--- config.mk ---
export PLATFORM = sky130hd
export DESIGN_NAME = alu_cnt_dec_unit
export DESIGN_NICKNAME = d
export VERILOG_FILES = /design/src/rtl/alu_cnt_dec_unit_pkg.sv /design/src/rtl/alu_cnt_dec_unit_alu4_core.sv /design/src/rtl/alu_cnt_dec_unit.sv
export SDC_FILE = /design/constraint.sdc
export NUM_CORES = 1
export LEC_CHECK = 0
export ABC_CLOCK_PERIOD_IN_PS = 3300
export BUFFER_PORTS_ARGS = -buffer_cell sky130_fd_sc_hd__buf_4
export CAP_MARGIN = 10
export CORE_MARGIN = 10
export CORE_UTILIZATION = 51
export CTS_CLUSTER_SIZE = 10
export DETAILED_ROUTE_END_ITERATION = 10
export HOLD_SLACK_MARGIN = 0.12
export PLACE_DENSITY = 0.81
export REMOVE_ABC_BUFFERS = 1
export SYNTH_ARGS = -nofsm -noshare
export SYNTH_HDL_FRONTEND = slang
export SYNTH_HIERARCHICAL = 1
export SYNTH_SLANG_ARGS = --single-unit
export TNS_END_PERCENT = 10
--- constraint.sdc ---
create_clock -name clk -period 3.3 [get_ports clk]
set_clock_uncertainty 0.1 [all_clocks]
set_input_delay 0.33 -clock clk [delete_from_list [all_inputs] [get_ports clk]]
set_output_delay 0.33 -clock clk [all_outputs]
set_load 0.02 [all_outputs]
--- src/rtl/alu_cnt_dec_unit_pkg.sv ---
// rtl/alu_cnt_dec_unit_pkg.sv - shared opcodes, widths and helpers for the ALU/decoder/counter unit
package alu_cnt_dec_unit_pkg;

  localparam int CNT_W = 3;

  localparam logic [2:0] OP_ADD = 3'b000;
  localparam logic [2:0] OP_SUB = 3'b001;
  localparam logic [2:0] OP_NOT = 3'b010;
  localparam logic [2:0] OP_AND = 3'b011;
  localparam logic [2:0] OP_OR  = 3'b100;
  localparam logic [2:0] OP_XOR = 3'b101;
  localparam logic [2:0] OP_SLT = 3'b110;
  localparam logic [2:0] OP_EQ  = 3'b111;

  function automatic logic [7:0] onehot8(input logic [2:0] sel);
    return 8'b1 << sel;
  endfunction

endpackage

--- src/rtl/alu_cnt_dec_unit_alu4_core.sv ---
// rtl/alu_cnt_dec_unit_alu4_core.sv - combinational 4-bit ALU with zero/overflow/carry flags
module alu4_core
  import alu_cnt_dec_unit_pkg::*;
(
  input  logic [2:0] fnselec_i,
  input  logic [3:0] a_i,
  input  logic [3:0] b_i,
  output logic [3:0] res_o,
  output logic       zero_o,
  output logic       overflow_o,
  output logic       carry_o
);

  logic [4:0] sum5;
  logic [4:0] sub5;
  logic       ovf_add;
  logic       ovf_sub;

  // Subtraction is A + ~B + 1, so sub5[4] is the "no borrow" carry.
  assign sum5    = {1'b0, a_i} + {1'b0, b_i};
  assign sub5    = {1'b0, a_i} + {1'b0, ~b_i} + 5'd1;
  assign ovf_add = (a_i[3] == b_i[3]) && (sum5[3] != a_i[3]);
  assign ovf_sub = (a_i[3] != b_i[3]) && (sub5[3] != a_i[3]);

  always_comb begin
    res_o      = 4'b0;
    carry_o    = 1'b0;
    overflow_o = 1'b0;
    case (fnselec_i)
      OP_ADD: begin
        res_o      = sum5[3:0];
        carry_o    = sum5[4];
        overflow_o = ovf_add;
      end
      OP_SUB: begin
        res_o      = sub5[3:0];
        carry_o    = sub5[4];
        overflow_o = ovf_sub;
      end
      OP_NOT:  res_o = ~a_i;
      OP_AND:  res_o = a_i & b_i;
      OP_OR:   res_o = a_i | b_i;
      OP_XOR:  res_o = a_i ^ b_i;
      // Sign of the true difference is the result sign corrected by overflow.
      OP_SLT:  res_o = {3'b0, sub5[3] ^ ovf_sub};
      OP_EQ:   res_o = {3'b0, a_i == b_i};
      default: res_o = 4'b0;
    endcase
  end

  assign zero_o = (res_o == 4'b0);

endmodule

--- src/rtl/alu_cnt_dec_unit.sv ---
// rtl/alu_cnt_dec_unit.sv - top: ALU, 3-to-8 decoder and 3-bit enabled down-counter
module alu_cnt_dec_unit
  import alu_cnt_dec_unit_pkg::*;
#(
  parameter logic [CNT_W-1:0] COUNT_INIT = 3'd7
) (
  input  logic             clk,
  input  logic             rst,
  input  logic [2:0]       alu_fnselec,
  input  logic [3:0]       alu_a,
  input  logic [3:0]       alu_b,
  output logic [3:0]       alu_res,
  output logic             alu_zero,
  output logic             alu_overflow,
  output logic             alu_carry,
  input  logic [2:0]       x,
  input  logic             en,
  output logic [7:0]       y_dec,
  input  logic             counter_en,
  output logic [CNT_W-1:0] dec_counter_out
);

  localparam logic [CNT_W-1:0] CNT_ONE = CNT_W'(1);

  logic [CNT_W-1:0] cnt_q;
  logic [CNT_W-1:0] cnt_d;

  alu4_core u_alu (
    .fnselec_i  (alu_fnselec),
    .a_i        (alu_a),
    .b_i        (alu_b),
    .res_o      (alu_res),
    .zero_o     (alu_zero),
    .overflow_o (alu_overflow),
    .carry_o    (alu_carry)
  );

  assign y_dec = en ? onehot8(x) : 8'h00;

  // Reaching zero reloads COUNT_INIT, which equals the natural wrap for the default.
  always_comb begin
    cnt_d = cnt_q;
    if (counter_en) begin
      cnt_d = (cnt_q == '0) ? COUNT_INIT : cnt_q - CNT_ONE;
    end
  end

  always_ff @(posedge clk) begin
    if (rst) begin
      cnt_q <= COUNT_INIT;
    end else begin
      cnt_q <= cnt_d;
    end
  end

  assign dec_counter_out = cnt_q;

endmodule

==> impl_metrics.csv, run 1 <==
group,metric,value,unit
floorplan,die_width,60.5,um
final_layout,syn_to_final_growth,33.9,%
setup_path,top_cell_by_count_worst_path,"nor2_1",
power_and_ir_drop,power.switching,0.000112,W
power_and_ir_drop,pwr-share-clk,23.9,%
drt,wl_per_cell,14.4,um
grt,global_route_wire_length_before_repair,3.75,mm
power_and_ir_drop,power.density,243,nW/um2
grt,gr-usage-all-layers,12.6,%
grt,grt_start_max_net_pins,16,
drt,vias,904,
setup_path,crit_path_top_delay_cell,"fa_1",
grt,antenna_violations_before_repair,0,
place,dpl.hpwl,2.00,mm
setup_path,worstPathMaxFanout,5,
logic_synthesis,syn_area_per_cell,7.28,um2
final_layout,layout_net_count,186,
power_and_ir_drop,sw_frac_of_total,41.2,%
run,maxCapViolations,0,
logic_synthesis,synth.yosys.warnings,6,
drt,totalWireLength,2.40,mm
power_and_ir_drop,pwr-share-comb,61.2,%
cts,post_cts.repair.setup_buffers,0,
sta,max_freq,346,MHz
sta,setup_viol,0,
floorplan,die_h,60.5,um
status,result_of_the_run,"finished, final reports clean",
cts,cts_made_buffers,3,
logic_synthesis,synth_common_cells,"nor2_1 (21), ha_1 (14), inv_1 (13)",
setup_path,worstPathRequired,2870,ps
grt,globalRouteOverflowTotal,0,
place,routabilityCongestion,0.820,
drt,detailedRoute.firstIterationViolations,26,
cts,cts.sink_count,3,
floorplan,dieArea,3660,um2
drt,route.antenna.remaining_nets,0,
power_and_ir_drop,cell_internal_pwr,0.000160,W
cts,worst_skew_pair.late_latency,230,ps
power_and_ir_drop,seqPwrFrac,14.9,%
drt,vias_per_cell,5.45,
cts,clk_root_buffer_cell,"clkbuf_4",
grt,grt_pass1_vias,904,
setup_path,cp-start-kind,"input pin",
setup_path,critical_path.endpoint_type,"output port",
logic_synthesis,yosysUniqueCellTypes,34,
logic_synthesis,synth.ff_latch_count,3,
sta,hold_viol,0,
place,port_buffers,35,
floorplan,initial_utilization,54.9,%
final_layout,post_route_cells_drive_above_1_share,28.0,%
cts,worst_setup_hold_path_clk_slew,40,ps
min_path,min_path_type,"input pin to flop",
cts,cts_hold_repair.buffers,0,
logic_synthesis,sequential_cell_area_fraction_in_the_yosys_report,7.17,%
final_layout,n_antenna_cell,0,
sta,worst_slew_pin_slew,299,ps
logic_synthesis,mappedNetlistArea,837,um2
setup_path,slowest_delay,520,ps
cts,htree_num_levels,1,
logic_synthesis,netlist.area_leader.share,20.9,%
logic_synthesis,netlist_top_cells_area,"ha_1 (21%), nor2_1 (9.4%), dfxtp_1 (7.2%)",
logic_synthesis,post-synth-top-count-cell,"nor2_1",
cts,post_cts_resized,0,
sta,fin_tns_setup,0,ps
sta,slew-limit-headroom,79.9,%
final_layout,largest_register_ffs,3,
setup_path,path_class,"input pin to output port",
drt,drcViolationCount,0,
cts,cts_tree,"yes",
setup_path,worst_ep_arrival_time,2460,ps
logic_synthesis,async_flop_share,0,%
power_and_ir_drop,power.leakage,0.588,nW
power_and_ir_drop,post-layout-total-power,0.000272,W
place,placed_cells,162,
logic_synthesis,synthDominantAreaCellType,"ha_1",
power_and_ir_drop,peakVddDrop,0.000226,V
floorplan,ios,36,
logic_synthesis,synth_flop_cell,"dfxtp_1",
logic_synthesis,synth_edf_count,0,
setup_path,timing.critical_path.cells,"buf_4 > inv_1 > ha_1 > nor2_1 > nor2_1 > nor2_1 > nor2_1 > fa_1 > inv_1 > mux2i_1 > a221oi_1 > o22a_1 > nor4_2 > buf_4",
sta,maxSlewViolCount,0,
cts,cts.path.max_buffers,2,
drt,firstDrtPassIters,4,
sta,period_minus_slack,2890,ps
floorplan,area_of_the_core,1520,um2
logic_synthesis,synthesis.instances,115,
sta,timing.final.crit_share,87.7,%
sta,setup_repair_after_global_routing_missed_its_margin,"no",
final_layout,post_layout_nonfiller_instances,166,
floorplan,rows,14,
## worst paths after layout
check                                  startpoint                              end  slack [ps]  cells past startpoint
setup / recovery                         alu_a[1]                         alu_zero         410                     14
hold / removal                                rst  dec_counter_out[2]$_SDFFE_PP1P_         220                      2
setup reg to reg  dec_counter_out[0]$_SDFFE_PP1P_  dec_counter_out[1]$_SDFFE_PP1P_        1890                      5
hold reg to reg   dec_counter_out[1]$_SDFFE_PP1P_  dec_counter_out[1]$_SDFFE_PP1P_         420                      2
## power groups by stage
stage                     clock network (W)  logic [W]  registers (W)
after floorplan                           0  0.0000938      0.0000436
after global placement                    0   0.000162      0.0000410
after detailed placement                  0   0.000166      0.0000410
after CTS                         0.0000702   0.000167      0.0000405
after global routing              0.0000700   0.000182      0.0000407
final                             0.0000650   0.000166      0.0000406
## cell usage in the layout (no fill, tap or decap), types with 4 or more instances in the layout
cell       n
nand2b_1   4
nand2_1    6
inv_1     13
buf_4     36
nor3_1     5
a21oi_1    6
o21ai_0    4
nor2_1    21
ha_1      14
## stage by stage
step                instance area (um2)  hold slack, ps  util [%]  worst slack, ps
floorplan                           805             316         -              467
global placement                   1090             394      71.8              458
detailed placement                 1090             403      71.8              420
CTS                                1120             211      73.6              407
global route                       1120             238      73.6              175
finish                             1120             219      73.6              407
## logic make-up (layout without fill, tap and decap cells)
group / count (synthesis) / in the layout / synth area share, %
AOI/OAI and AO/OA: 24 / 24 / 20.5
xor gates and xnor gates: 5 / 5 / 5.23
adders and majority gates: 17 / 17 / 28.1
buffers and inverters: 18 / 53 / 9.72
DFF: 3 / 3 / 7.18
muxes: 2 / 2 / 2.39
and+or+nand+nor: 46 / 46 / 26.9
## layout make-up
type | instances | area [um2]
Clock buffer | 4 | 26.3
Fill cell | 129 | 403
Inverter | 13 | 48.8
Multi-Input combinational cell | 94 | 696
Sequential cell | 3 | 60.1
Tap cell | 16 | 20.0
Timing Repair Buffer | 36 | 270
## metal layers
metal | share of wire, % | GRT usage [%] | routed length (um) | vias up
li1 | - | - | - | 462
met1 | 39 | 13.2 | 936 | 418
met2 | 53 | 23.7 | 1280 | 24
met3 | 7.5 | 2.71 | 181 | 0
met4 | 0 | 4.70 | 0 | 0
met5 | 0 | 0 | 0 | -
## critical path: cells and delay by family
| family | cells | cell delay (ps) |
|---|---|---|
| adders and majority gates | 2 | 860 |
| and+or+nand+nor | 5 | 410 |
| buffers and inverters | 4 | 410 |
| AOI/OAI and AO/OA | 2 | 320 |
| muxes | 1 | 120 |
(Power assumes the default switching activity.)
==> run 2, diff against run 1 <==
- ABC_AREA: unset -> 1
- CORE_UTILIZATION: 51 -> 53
==> run 2 against run 1 <==
Against the previous run:
- non-clock buffer count decreased by 1
- sequential cell count is the same
- hold slack got worse by 16 ps
- combinational power up 4%
- sequential power rose by 3%
- global-route usage grew 0.38 points
- sequential share of layout area shrank 0.50 points
- largest cell class unchanged
- synthesized cell count increased by 43%
- critical endpoint unchanged
==> impl_metrics.csv, run 2 <==
group,metric,value,unit
power_and_ir_drop,power.leakage,0.759,nW
drt,route.antenna.remaining_nets,0,
final_layout,fillers,170,
logic_synthesis,synthesis.instances,164,
sta,period_minus_slack,2710,ps
cts,cts_hold_repair.buffers,0,
grt,globalRouteOverflowTotal,0,
logic_synthesis,post-synth-top-count-cell,"nand2_1",
grt,grt_pass1_vias,1015,
cts,htree_num_levels,1,
logic_synthesis,yosysUniqueCellTypes,25,
sta,setup_viol,0,
cts,post_cts_resized,0,
drt,detailedRoute.firstIterationViolations,46,
final_layout,finalCoreUtilization,71.7,%
setup_path,worst_ep_arrival_time,2280,ps
logic_synthesis,synth_edf_count,0,
logic_synthesis,netlist.area_leader.share,18.3,%
sta,setup_repair_after_global_routing_missed_its_margin,"no",
floorplan,dieArea,3910,um2
drt,vias,1092,
power_and_ir_drop,post-layout-total-power,0.000278,W
sta,fin_tns_setup,0,ps
floorplan,rows,15,
final_layout,post-route-cell-area,1240,um2
logic_synthesis,synthDominantAreaCellType,"ha_1",
power_and_ir_drop,cell_internal_pwr,0.000154,W
power_and_ir_drop,power.density,224,nW/um2
logic_synthesis,synth_common_cells,"nand2_1 (38), inv_1 (34), nor2_1 (21)",
drt,wl_per_cell,11.9,um
place,port_buffers,35,
cts,cts_tree,"yes",
cts,cts.path.max_buffers,2,
logic_synthesis,netlist_top_cells_area,"ha_1 (18%), nand2_1 (15%), inv_1 (13%)",
setup_path,critical_path.endpoint_type,"output port",
grt,gr-usage-all-layers,12.9,%
sta,worst_slew_pin_slew,243,ps
logic_synthesis,dominant_combinational_cell_family_by_area_after_synthesis,"simple AND/OR/NAND/NOR gates",
logic_synthesis,synth.yosys.warnings,6,
place,placed_cells,220,
cts,clk_root_buffer_cell,"clkbuf_4",
drt,drcViolationCount,0,
cts,cts.sink_count,3,
power_and_ir_drop,power.switching,0.000123,W
final_layout,largest_register_ffs,3,
min_path,min_path_type,"input pin to flop",
cts,cts_made_buffers,3,
logic_synthesis,async_flop_share,0,%
run,maxCapViolations,0,
logic_synthesis,synth_compound_area_share,12.1,%
final_layout,mostFrequentLayoutCell,"nand2_1",
place,routabilityCongestion,0.914,
cts,post_cts.repair.setup_buffers,0,
sta,timing.final.crit_share,82.2,%
logic_synthesis,mappedNetlistArea,958,um2
cts,worst_skew_pair.late_latency,230,ps
sta,maxSlewViolCount,0,
sta,max_freq,369,MHz
setup_path,worstPathMaxFanout,4,
power_and_ir_drop,pwr-share-clk,23.1,%
power_and_ir_drop,peakVddDrop,0.000122,V
logic_synthesis,synth.ff_latch_count,3,
place,dpl.hpwl,2.33,mm
cts,worst_setup_hold_path_clk_slew,40,ps
power_and_ir_drop,seqPwrFrac,15.1,%
floorplan,die_h,62.5,um
drt,totalWireLength,2.68,mm
final_layout,post_route_cells_drive_above_1_share,24.6,%
logic_synthesis,post_synth_and_or_nand_nor_area_fraction,36.4,%
power_and_ir_drop,sw_frac_of_total,44.4,%
logic_synthesis,synth_flop_cell,"dfxtp_1",
logic_synthesis,post_synth_xor_area_fraction,0.914,%
logic_synthesis,syn_area_per_cell,5.84,um2
place,placedInstanceArea,1210,um2
floorplan,area_of_the_core,1730,um2
power_and_ir_drop,pwr-share-comb,61.8,%
final_layout,layout_net_count,235,
final_layout,n_antenna_cell,0,
logic_synthesis,sequential_cell_area_fraction_in_the_yosys_report,6.27,%
sta,hold_viol,0,
setup_path,worstPathRequired,2870,ps
grt,grt_start_max_net_pins,12,
grt,antenna_violations_before_repair,0,
final_layout,most_frequent_cells_in_the_layout,"nand2_1 (38), buf_4 (35), inv_1 (34)",
logic_synthesis,post_synth_mux_area_share,0,%
final_layout,syn_to_final_growth,29.1,%
status,result_of_the_run,"finished, final reports clean",
drt,vias_per_cell,4.88,
final_layout,post_layout_nonfiller_instances,224,
floorplan,initial_utilization,55.5,%
grt,global_route_wire_length_before_repair,4.44,mm
floorplan,die_width,62.5,um
sta,slew-limit-headroom,83.6,%
logic_synthesis,yosys.area_share.adder,24.5,%
drt,firstDrtPassIters,4,
setup_path,cp-start-kind,"input pin",
floorplan,ios,36,
setup_path,path_class,"input pin to output port",
## run 2: cell types whose count changed after synthesis, moves of 3 or more
cell      change
inv_2         +3
xnor2_1       -3
nor3_1        -5
nand3_1       +8
inv_1        +21
nand4_1       +3
o21ai_0       +4
nor2_2        +3
nor3b_1       -3
nand2b_1      -4
nand2_1      +32
## run 2: cell type report
cell class	count	area, um2	share of cell area [%]
Inverter	38	148	11.9
Clock buffer	4	26.3	2.12
Timing Repair Buffer	35	263	21.2
Sequential cell	3	60.1	4.85
Tap cell	25	31.3	2.53
Multi-Input combinational cell	119	709	57.3
## run 2: per-stage QoR
step | hold slack [ps] | setup slack (ps)
2_1_floorplan | 318 | 770
3_3_place_gp | 359 | 663
3_5_place_dp | 367 | 577
4_1_cts | 198 | 577
5_1_grt | 208 | 379
6_report | 203 | 587
## run 2: final timing paths
kind	from	endpoint	slack, ps	depth (start not counted)
worst max-delay path	alu_a[1]	alu_zero	590	15
worst max register to register	dec_counter_out[0]$_SDFFE_PP1P_	dec_counter_out[2]$_SDFFE_PP1P_	1950	5
worst min register to register	dec_counter_out[2]$_SDFFE_PP1P_	dec_counter_out[2]$_SDFFE_PP1P_	370	2
worst min-delay path	rst	dec_counter_out[2]$_SDFFE_PP1P_	200	3
## run 2: kinds of logic after synthesis
family,count (synthesis)
adder cells (fa/ha/maj),17
XOR/XNOR,1
buffers and inverters,42
AND/OR/NAND/NOR,80
AO/OA/AOI/OAI,21
flip-flops,3
## run 2: power by group through the flow
stage               Combinational (W)  Sequential (W)  Clock [W]
CTS                          0.000172       0.0000419  0.0000655
global placement             0.000166       0.0000421          0
floorplan                   0.0000976       0.0000458          0
detailed placement           0.000171       0.0000425          0
finish                       0.000172       0.0000420  0.0000640
global route                 0.000192       0.0000425  0.0000719
## run 2: worst max-delay path: stages
cell and delay (ps):
buf_4 110, inv_1 80, ha_1 350, o21bai_1 140
a21oi_1 100, fa_1 480, inv_1 60, nand3_1 70
nand2_1 60, nor2_1 100, nand2_1 60, nand2_1 80
nand2_1 50, nor2_1 80, buf_4 140
## run 2: routing by layer
layer / track usage [%] / wire, um / up-vias
met5: 0 / 0 / -
met3: 2.87 / 155 / 0
met4: 3.35 / 0 / 0
met2: 21.4 / 1330 / 39
met1: 16.3 / 1190 / 482
li1: - / - / 571
==> run 3, diff against run 2 <==
- ABC_CLOCK_PERIOD_IN_PS: 3300 -> 2850
- CORE_UTILIZATION: 53 -> 49
- PLACE_DENSITY: 0.81 -> 0.76
- clock period: 3.3 -> 2.85 ns (I/O delays scaled with it)
==> run 3 against run 2 <==
Against the previous run:
- clock-buffer cell count is the same
- via count shrank 0.27%
- sequential cell count is the same
- sequential share of layout area is the same
- register-to-register slack lost 440 ps
- largest power group unchanged
- critical path type unchanged
==> impl_metrics.csv, run 3 (synthesized netlist as in run 2, its figures left out) <==
group,metric,value,unit
cts,cts_hold_repair.buffers,0,
floorplan,area_of_the_core,1780,um2
setup_path,path_class,"input pin to output port",
cts,worst_skew_pair.late_latency,230,ps
final_layout,mostFrequentLayoutCell,"nand2_1",
drt,wl_per_cell,12.3,um
setup_path,worstPathMaxFanout,8,
grt,globalRouteOverflowTotal,0,
setup_path,worst_ep_arrival_time,2260,ps
floorplan,die_h,64.2,um
place,placedInstanceArea,1210,um2
cts,post_cts_resized,0,
cts,cts_tree,"yes",
place,routabilityCongestion,0.915,
power_and_ir_drop,pwr-share-clk,22.5,%
cts,cts.path.max_buffers,2,
place,port_buffers,35,
power_and_ir_drop,peakVddDrop,0.000266,V
cts,post_cts.repair.setup_buffers,0,
final_layout,post_layout_nonfiller_instances,224,
power_and_ir_drop,power.leakage,0.759,nW
final_layout,syn_to_final_growth,29.1,%
setup_path,timing.critical_path.cells,"buf_4 > inv_1 > ha_1 > inv_1 > a21oi_1 > fa_1 > inv_1 > nand3_1 > nand2_1 > nor2_1 > nand2_1 > nand2_1 > nand2_1 > nor2_1 > buf_4",
setup_path,critical_path.endpoint_type,"output port",
final_layout,most_frequent_cells_in_the_layout,"nand2_1 (38), buf_4 (35), inv_1 (34)",
place,dpl.hpwl,2.40,mm
run,maxCapViolations,0,
sta,worst_slew_pin_slew,246,ps
power_and_ir_drop,pwr-share-comb,62.4,%
sta,timing.final.crit_share,92.8,%
sta,hold_viol,0,
drt,firstDrtPassIters,4,
cts,clk_root_buffer_cell,"clkbuf_4",
min_path,min_path_type,"input pin to flop",
grt,gr-usage-all-layers,12.8,%
status,result_of_the_run,"finished, final reports clean",
setup_path,path_delay_family,"adder cells",
final_layout,fillers,172,
drt,route.antenna.remaining_nets,0,
final_layout,largest_register_ffs,3,
floorplan,initial_utilization,53.8,%
final_layout,multi_input_comb_area,709,um2
setup_path,timing.critical_path.buf_inv,5,
drt,vias_per_cell,4.86,
drt,detailedRoute.firstIterationViolations,63,
grt,antenna_violations_before_repair,0,
drt,drcViolationCount,0,
cts,cts_made_buffers,3,
floorplan,ios,36,
grt,global_route_wire_length_before_repair,4.53,mm
cts,worst_setup_hold_path_clk_slew,40,ps
sta,holdWs,155,ps
power_and_ir_drop,seqPwrFrac,15.1,%
final_layout,post_route_cells_drive_above_1_share,24.6,%
floorplan,dieArea,4120,um2
sta,period_minus_slack,2650,ps
sta,maxSlewViolCount,0,
sta,setup_viol,0,
final_layout,post-route-cell-area,1240,um2
grt,grt_start_max_net_pins,12,
floorplan,rows,15,
final_layout,n_antenna_cell,0,
power_and_ir_drop,power.switching,0.000142,W
final_layout,area.sequential,60.1,um2
sta,setup_repair_after_global_routing_missed_its_margin,"no",
sta,fin_tns_setup,0,ps
power_and_ir_drop,cell_internal_pwr,0.000179,W
cts,cts.sink_count,3,
setup_path,slowest_delay,460,ps
setup_path,cp-start-kind,"input pin",
place,placed_cells,220,
setup_path,crit_path_top_delay_cell,"fa_1",
sta,max_freq,378,MHz
final_layout,layout_net_count,235,
drt,vias,1089,
power_and_ir_drop,power.density,259,nW/um2
floorplan,die_width,64.2,um
drt,totalWireLength,2.76,mm
power_and_ir_drop,sw_frac_of_total,44.3,%
sta,slew-limit-headroom,83.6,%
setup_path,worstPathRequired,2470,ps
cts,htree_num_levels,1,
setup_path,top_cell_by_count_worst_path,"nand2_1",
grt,grt_pass1_vias,1024,
-- run 3: cell counts in the layout (fill, tap and decap cells not counted) --
No cell type changed its count.
-- run 3: final timing paths --
check                                       start                         endpoint  slack (ps)  cells after the start
setup / recovery                         alu_a[2]                         alu_zero         200                     15
setup reg to reg  dec_counter_out[0]$_SDFFE_PP1P_  dec_counter_out[2]$_SDFFE_PP1P_        1510                      5
hold / removal                                rst  dec_counter_out[1]$_SDFFE_PP1P_         160                      3
hold reg to reg   dec_counter_out[1]$_SDFFE_PP1P_  dec_counter_out[1]$_SDFFE_PP1P_         390                      2
-- run 3: layout make-up --
type | instances | share of cell area [%]
multi-input cells | 119 | 57.3
repair buffers | 35 | 21.2
inverters | 38 | 11.9
flip-flops and latches | 3 | 4.85
well taps | 25 | 2.53
clock buffers | 4 | 2.12
-- run 3: per-layer routing --
layer	share of wire (%)	track usage (%)	up-vias
li1	-	-	571
met1	43	16.2	460
met2	46	21.5	54
met3	9.4	2.96	4
met4	1.3	2.67	0
met5	0	0	-
-- run 3: stage by stage --
stage / setup slack, ps / power (W) / util [%]
after floorplan: 410 / 0.000166 / -
after global placement: 305 / 0.000243 / 67.9
after detailed placement: 240 / 0.000248 / 67.9
after CTS: 240 / 0.000324 / 69.4
after global routing: 8.07 / 0.000353 / 69.4
final: 204 / 0.000321 / 69.4
-- run 3: power groups by stage --
| stage | Sequential (W) | Clock (W) | Combinational, W |
|---|---|---|---|
| global route | 0.0000492 | 0.0000802 | 0.000224 |
| CTS | 0.0000486 | 0.0000755 | 0.000200 |
| finish | 0.0000485 | 0.0000720 | 0.000200 |
| detailed placement | 0.0000493 | 0 | 0.000199 |
| floorplan | 0.0000530 | 0 | 0.000113 |
| global placement | 0.0000491 | 0 | 0.000194 |
-- run 3: worst register-to-register path, cell delays in order, from the launching register on --
cell,delay [ps]
dfxtp_1,360
inv_1,60
ha_1,210
ha_1,270
or2_0,220
nand2_1,60
